File: config.mk
export PLATFORM = sky130hd
export DESIGN_NAME = sync_mode_ctrl
export DESIGN_NICKNAME = d
export VERILOG_FILES = /design/src/rtl/sync_mode_ctrl.sv
export SDC_FILE = /design/constraint.sdc
export NUM_CORES = 1
export LEC_CHECK = 0
export ABC_AREA = 0
export ABC_CLOCK_PERIOD_IN_PS = 3620
export CAP_MARGIN = 20
export CORE_MARGIN = 5
export CORE_UTILIZATION = 35
export DETAILED_ROUTE_END_ITERATION = 8
export MAX_ROUTING_LAYER = met4
export PLACE_DENSITY = 0.62
export SLEW_MARGIN = 0
export SYNTH_ARGS = -nofsm -noshare
export SYNTH_HDL_FRONTEND = slang
export SYNTH_SLANG_ARGS = --single-unit
File: constraint.sdc
create_clock -name vgaclk_x5 -period 3.62 [get_ports vgaclk_x5]
set_input_delay 0.362 -clock vgaclk_x5 [delete_from_list [all_inputs] [get_ports vgaclk_x5]]
set_output_delay 0.362 -clock vgaclk_x5 [all_outputs]
set_load 0.01 [all_outputs]
File: src/rtl/sync_mode_ctrl.sv
// Display sync mode qualifier: measures hsync period and lines/frame, confirms a
// stable 50/60 Hz mode over several frames, then publishes the capture configuration.
module sync_mode_ctrl #(
   parameter int HPER_MIN       = 7800,
   parameter int HPER_MAX       = 8100,
   parameter int CONFIRM_FRAMES = 4
) (
   input  logic        vgaclk_x5,
   input  logic        resetn,
   input  logic        hsync_in,
   input  logic        vsync_in,
   input  logic        col80,
   output logic [30:0] nco_base,
   output logic [9:0]  h_total,
   output logic [8:0]  v_total,
   output logic [8:0]  v_blank,
   output logic        cfg_valid,
   output logic        cfg_strobe,
   output logic        rate50,
   output logic [1:0]  state,
   output logic [13:0] hper,
   output logic [9:0]  lines
);
   typedef enum logic [1:0] {NOSIG = 2'd0, MEASURE = 2'd1, CONFIRM = 2'd2, LOCKED = 2'd3} state_t;

   localparam logic [13:0] PMIN = 14'(HPER_MIN);
   localparam logic [13:0] PMAX = 14'(HPER_MAX);
   localparam logic [3:0]  CFN  = 4'(CONFIRM_FRAMES);

   logic [2:0]  hs_sr, vs_sr;
   logic [1:0]  col_sr;
   logic [13:0] pcnt;
   logic [9:0]  lcnt, line_now;
   logic        bad;
   logic        hrise, vfall, col_s, per_ok, tmo, bad_now, is60, is50, frame_ok;

   assign hrise    = hs_sr[1] & ~hs_sr[2];
   assign vfall    = ~vs_sr[1] & vs_sr[2];
   assign col_s    = col_sr[1];
   assign per_ok   = (pcnt >= PMIN) && (pcnt <= PMAX);
   assign tmo      = (pcnt == '1) || (lcnt == '1);
   // An hsync edge coinciding with the vsync fall still belongs to the ending frame.
   assign line_now = (hrise && lcnt != '1) ? lcnt + 10'd1 : lcnt;
   assign bad_now  = bad | (hrise & ~per_ok);
   assign is60     = (line_now >= 10'd262) && (line_now <= 10'd266);
   assign is50     = (line_now >= 10'd310) && (line_now <= 10'd314);
   assign frame_ok = ~bad_now & (is60 | is50);

   always_ff @(posedge vgaclk_x5 or negedge resetn) begin
      if (!resetn) begin
         hs_sr  <= '0;
         vs_sr  <= '0;
         col_sr <= '0;
         pcnt   <= '0;
         lcnt   <= '0;
         bad    <= 1'b0;
         hper   <= '0;
         lines  <= '0;
      end else begin
         hs_sr  <= {hs_sr[1:0], hsync_in};
         vs_sr  <= {vs_sr[1:0], vsync_in};
         col_sr <= {col_sr[0], col80};
         if (hrise) begin
            hper <= pcnt;
            pcnt <= 14'd1;
         end else if (pcnt != '1) begin
            pcnt <= pcnt + 14'd1;
         end
         if (vfall) lines <= line_now;
         if (tmo || vfall) begin
            lcnt <= '0;
            bad  <= 1'b0;
         end else begin
            lcnt <= line_now;
            bad  <= bad_now;
         end
      end
   end

   state_t     st_q, st_d;
   logic [3:0] cnt_q, cnt_d;
   logic       cand_q, cand_d, miss_q, miss_d, valid_d, load, ld_r50, leave, ccol_q;
   logic [8:0] vt_n;

   always_comb begin
      st_d    = st_q;
      cnt_d   = cnt_q;
      cand_d  = cand_q;
      miss_d  = miss_q;
      valid_d = cfg_valid;
      load    = 1'b0;
      ld_r50  = cand_q;
      leave   = 1'b0;
      if (tmo) begin
         st_d    = NOSIG;
         cnt_d   = '0;
         miss_d  = 1'b0;
         valid_d = 1'b0;
      end else begin
         unique case (st_q)
            NOSIG:   if (hrise && per_ok) st_d = MEASURE;
            MEASURE: if (vfall && frame_ok) begin
               cand_d = is50;
               cnt_d  = 4'd1;
               if (CFN == 4'd1) begin
                  st_d   = LOCKED;
                  load   = 1'b1;
                  ld_r50 = is50;
               end else begin
                  st_d = CONFIRM;
               end
            end
            CONFIRM: if (vfall) begin
               if (frame_ok && is50 == cand_q) begin
                  cnt_d = cnt_q + 4'd1;
                  if (cnt_q + 4'd1 == CFN) begin
                     st_d   = LOCKED;
                     load   = 1'b1;
                     miss_d = 1'b0;
                  end
               end else begin
                  leave = 1'b1;
               end
            end
            LOCKED: if (vfall) begin
               // One bad frame is forgiven; a second in a row drops lock.
               if (!frame_ok) begin
                  if (miss_q) leave = 1'b1;
                  else        miss_d = 1'b1;
               end else if (is50 != cand_q) begin
                  leave = 1'b1;
               end else begin
                  miss_d = 1'b0;
               end
            end
         endcase
         if (leave) begin
            st_d    = MEASURE;
            cnt_d   = '0;
            miss_d  = 1'b0;
            valid_d = 1'b0;
         end
         if (st_q == LOCKED && !leave && col_s != ccol_q) load = 1'b1;
         if (load) valid_d = 1'b1;
      end
   end

   assign vt_n  = ld_r50 ? 9'd312 : 9'd264;
   assign state = st_q;

   always_ff @(posedge vgaclk_x5 or negedge resetn) begin
      if (!resetn) begin
         st_q       <= NOSIG;
         cnt_q      <= '0;
         cand_q     <= 1'b0;
         miss_q     <= 1'b0;
         cfg_valid  <= 1'b0;
         cfg_strobe <= 1'b0;
         rate50     <= 1'b0;
         ccol_q     <= 1'b0;
         nco_base   <= 31'h0A4C6B6F;
         h_total    <= 10'd640;
         v_total    <= 9'd264;
         v_blank    <= 9'd72;
      end else begin
         st_q       <= st_d;
         cnt_q      <= cnt_d;
         cand_q     <= cand_d;
         miss_q     <= miss_d;
         cfg_valid  <= valid_d;
         cfg_strobe <= load;
         if (load) begin
            nco_base <= col_s ? 31'h0CDF864A : 31'h0A4C6B6F;
            h_total  <= col_s ? 10'd800 : 10'd640;
            v_total  <= vt_n;
            v_blank  <= vt_n - (col_s ? 9'd240 : 9'd192);
            rate50   <= ld_r50;
            ccol_q   <= col_s;
         end
      end
   end
endmodule

==> flow_summary.toml <==
[cts]
numCtsBuffers = 9
cts_setup_buffers = 0
path_clk_slew_ns = 0.05
cts_tree = "done"
clkLatencyLatePin_ns = 0.34
htreeDepth = 3
cts_root_buffer = "clkbuf_16"
clock_path_buffers = 2
cts.sinks = 73

[floorplanning]
pin_count = 93
num_rows = 40
initial_core_util_pct = 35.83
die_h_microns = 120.9
die_area_sq_mm = 0.01462
die_w_microns = 120.9
coreArea_sq_mm = 0.01201

[worst_setup_path]
start_kind = "flip-flop"
cp.arrival_ns = 3.75
required_ns = 3.88
crit_start = "lcnt[0]"
crit_fanout = 7
r2r-start = "lcnt[0]"
path_class = "flip-flop to flip-flop"
critPathCaptureType = "flip-flop"
r2r.worst_path.cells = 11

[power_and_ir_drop]
p_comb_share_pct = 12.4
p_seq_share_pct = 44.0
power.leakage_nw = 2.274
power-per-cell-area_mw_per_mm2 = 413.3
p_clk_share_pct = 43.6
power.switching_w = 0.0005432
p_sw_share_pct = 25.70
vdd_drop_max_mv = 0.3231
intPower_w = 0.001570

[yosys]
synthDistinctLibCells = 61
yosys_warnings = 0
synth-seq-cells = 73
synth_top_area_cell = "dfrtp_1"
synth_largest_type_area_fraction_pct = 41.28
synth-edff-count = 0
synth-main-ff-cell = "dfrtp_1"
syn_inst = 471
async_reset_ff_share_pct = 100.0
syn-cell-area_sq_mm = 0.004304
synth_area_leaders = "dfrtp_1, buf_4, nand2_1, ha_1, o21ai_0"
syn_avg_cell_area_sq_um = 9.138
ys_seq_area_share_pct = 42.50

[placed_design]
port_buffers = 56
place_congestion = 0.9012
dp.final_hpwl_microns = 7075

[finish]
ff_latch_area_sq_mm = 0.001832
final_cell_mix = "nand2_1, dfrtp_1, clkdlybuf4s50_1, nor2_1, conb_1"
drive_gt1_share_pct = 9.615
nFillCells = 1179
final_common_cell = "nand2_1"
fin_nets = 532
multi_input_area_sq_mm = 0.002046
area_delta_synth_final_pct = 18.81
n_antenna_cell = 0

[sta]
max_freq_mhz = 286.2
period_needed_ns = 3.494
skew_ns = 0.004341
fin_hold_ws_ns = 0.1817
slew_headroom_pct = 35.65
fin_tns_setup_ns = 0
grt_setup_unrepaired = "no"
finalHoldViolCount = 0
tightest_slew_ns = 0.9652
post-route-period-util_pct = 96.52
slew_violations = 0
setup_viol = 0

[worst_hold_path]
hold_path_class = "primary input to async pin"

[global_route]
grt_max_degree = 43
antenna_found_initial = 0
grt_usage_pct = 13.87
grt_pass1_vias = 3205
grt-ovfl-total = 0
grt_pass1_wl_microns = 15790

[drt]
wirelength_microns = 9818
drc = 0
vias_per_cell = 5.028
drt-pass1-iter-count = 5
wl_per_cell_microns = 14.72
vias = 3354
ant_nets = 0
drtIter0Drc = 222

[flow_run]
maxCapViolations = 0

[outcome]
status = "completed"
[worst max-delay path, stage by stage (launching register included)]
cell      delay, ns
dfrtp_1        0.44
ha_2           0.26
nand2_1        0.16
o31a_1         0.42
mux2i_4        0.25
or2_0          0.24
or3_4          0.37
a21boi_4       0.23
nor2_1         0.12
or4_4          0.49
a32o_1         0.23
a211oi_2       0.21
[area by class of cell]
type	instances	area share [%]
timing repair buffer	70	12.92
clock buffer	14	5.358
clock inverter	2	0.6851
tap	147	3.597
inverter	22	1.615
sequential	73	35.82
multi-input combinational	339	40.00
[metrics by stage]
stage               total power [W]  std cells  area (sq um)  util [%]  setup slack [ns]
CTS                        0.002133        667          5095     42.42            0.1160
floorplan                  0.001112        505          4432         -            0.3276
global placement           0.001197        651          4786     39.84            0.2076
global route               0.002219        667          5114     42.57           0.01386
finish                     0.002114        667          5114     42.57            0.1260
detailed placement         0.001201        651          4786     39.84            0.1266
[what timing repair did]
| item | in CTS | in global routing |
|---|---|---|
| setup endpoints to repair | 0 | 11 |
| hold buffers | 0 | 0 |
| gates resized for setup | 0 | 6 |
[cell families (layout without fill, tap and decap cells)]
| family | Yosys count | after routing | share of synthesized area (%) |
|---|---|---|---|
| flip-flops | 73 | 73 | 42.50 |
| buffers and inverters | 93 | 108 | 13.31 |
| XOR/XNOR | 14 | 14 | 2.849 |
| adder cells (fa/ha/maj) | 12 | 12 | 3.488 |
| AND/OR/NAND/NOR | 173 | 173 | 19.59 |
| multiplexers | 15 | 15 | 3.837 |
| AO/OA/AOI/OAI | 89 | 89 | 14.24 |
| other | 2 | 36 | 0.1745 |
[sequential cells by signal, indices dropped and copies added, names as in the netlist]
| register | flops |
|---|---|
| bad | 1 |
| cand_q | 1 |
| cfg_strobe | 1 |
| cfg_valid | 1 |
| cnt_q | 4 |
| col_sr | 2 |
| h_total | 2 |
| hper | 14 |
| hs_sr | 3 |
| lcnt | 10 |
| lines | 10 |
| miss_q | 1 |
| pcnt | 14 |
| state | 2 |
| v_blank | 3 |
| v_total | 1 |
| vs_sr | 3 |
[final timing paths]
check                        endpoint  slack, ns
max in group asynchronous     lcnt[4]       2.58
min in group vgaclk_x5      col_sr[1]       0.35
max                        h_total[7]       0.13
max reg2reg                h_total[7]       0.13
min                           hper[9]       0.18
min reg2reg                 col_sr[1]       0.35
[power groups by stage]
stage          Clock, W  Sequential, W  Combinational [W]
2_1_floorplan         0       0.000935           0.000177
3_3_place_gp          0       0.000939           0.000259
3_5_place_dp          0       0.000941           0.000260
4_1_cts        0.000942       0.000928           0.000263
5_1_grt        0.000986       0.000938           0.000295
6_report       0.000921       0.000929           0.000263
[cell usage after synthesis (2+ instances only)]
| cell | instances |
|---|---|
| a211o_1 | 3 |
| a211oi_1 | 4 |
| a21o_1 | 3 |
| a21oi_1 | 16 |
| a22o_1 | 2 |
| a31oi_1 | 2 |
| a32o_1 | 2 |
| and2_1 | 5 |
| and3_1 | 2 |
| and3b_1 | 2 |
| and4_1 | 3 |
| and4b_1 | 2 |
| buf_2 | 2 |
| buf_4 | 57 |
| clkbuf_1 | 10 |
| conb_1 | 2 |
| dfrtp_1 | 71 |
| dfstp_2 | 2 |
| ha_1 | 12 |
| inv_1 | 22 |
| mux2_2 | 2 |
| mux2i_1 | 12 |
| nand2_1 | 71 |
| nand2b_1 | 3 |
| nand3_1 | 13 |
| nand4_1 | 7 |
| nand4b_1 | 2 |
| nor2_1 | 37 |
| nor2b_1 | 2 |
| nor3_1 | 10 |
| nor4_1 | 3 |
| o2111a_1 | 2 |
| o2111ai_1 | 4 |
| o211a_1 | 3 |
| o211ai_1 | 3 |
| o21ai_0 | 30 |
| o22ai_1 | 2 |
| o31a_1 | 3 |
| o41ai_1 | 2 |
| or3_1 | 3 |
| xnor2_1 | 5 |
| xor2_1 | 9 |
[metal layers]
metal	up-vias	part of all wire [%]	global-route usage (%)
li1	1628	-	-
met1	1595	46	17.90
met2	113	46	20.94
met3	18	5.4	3.357
met4	0	2.0	5.737
met5	-	0	-
Note: power is estimated with default switching activity, not from simulation.
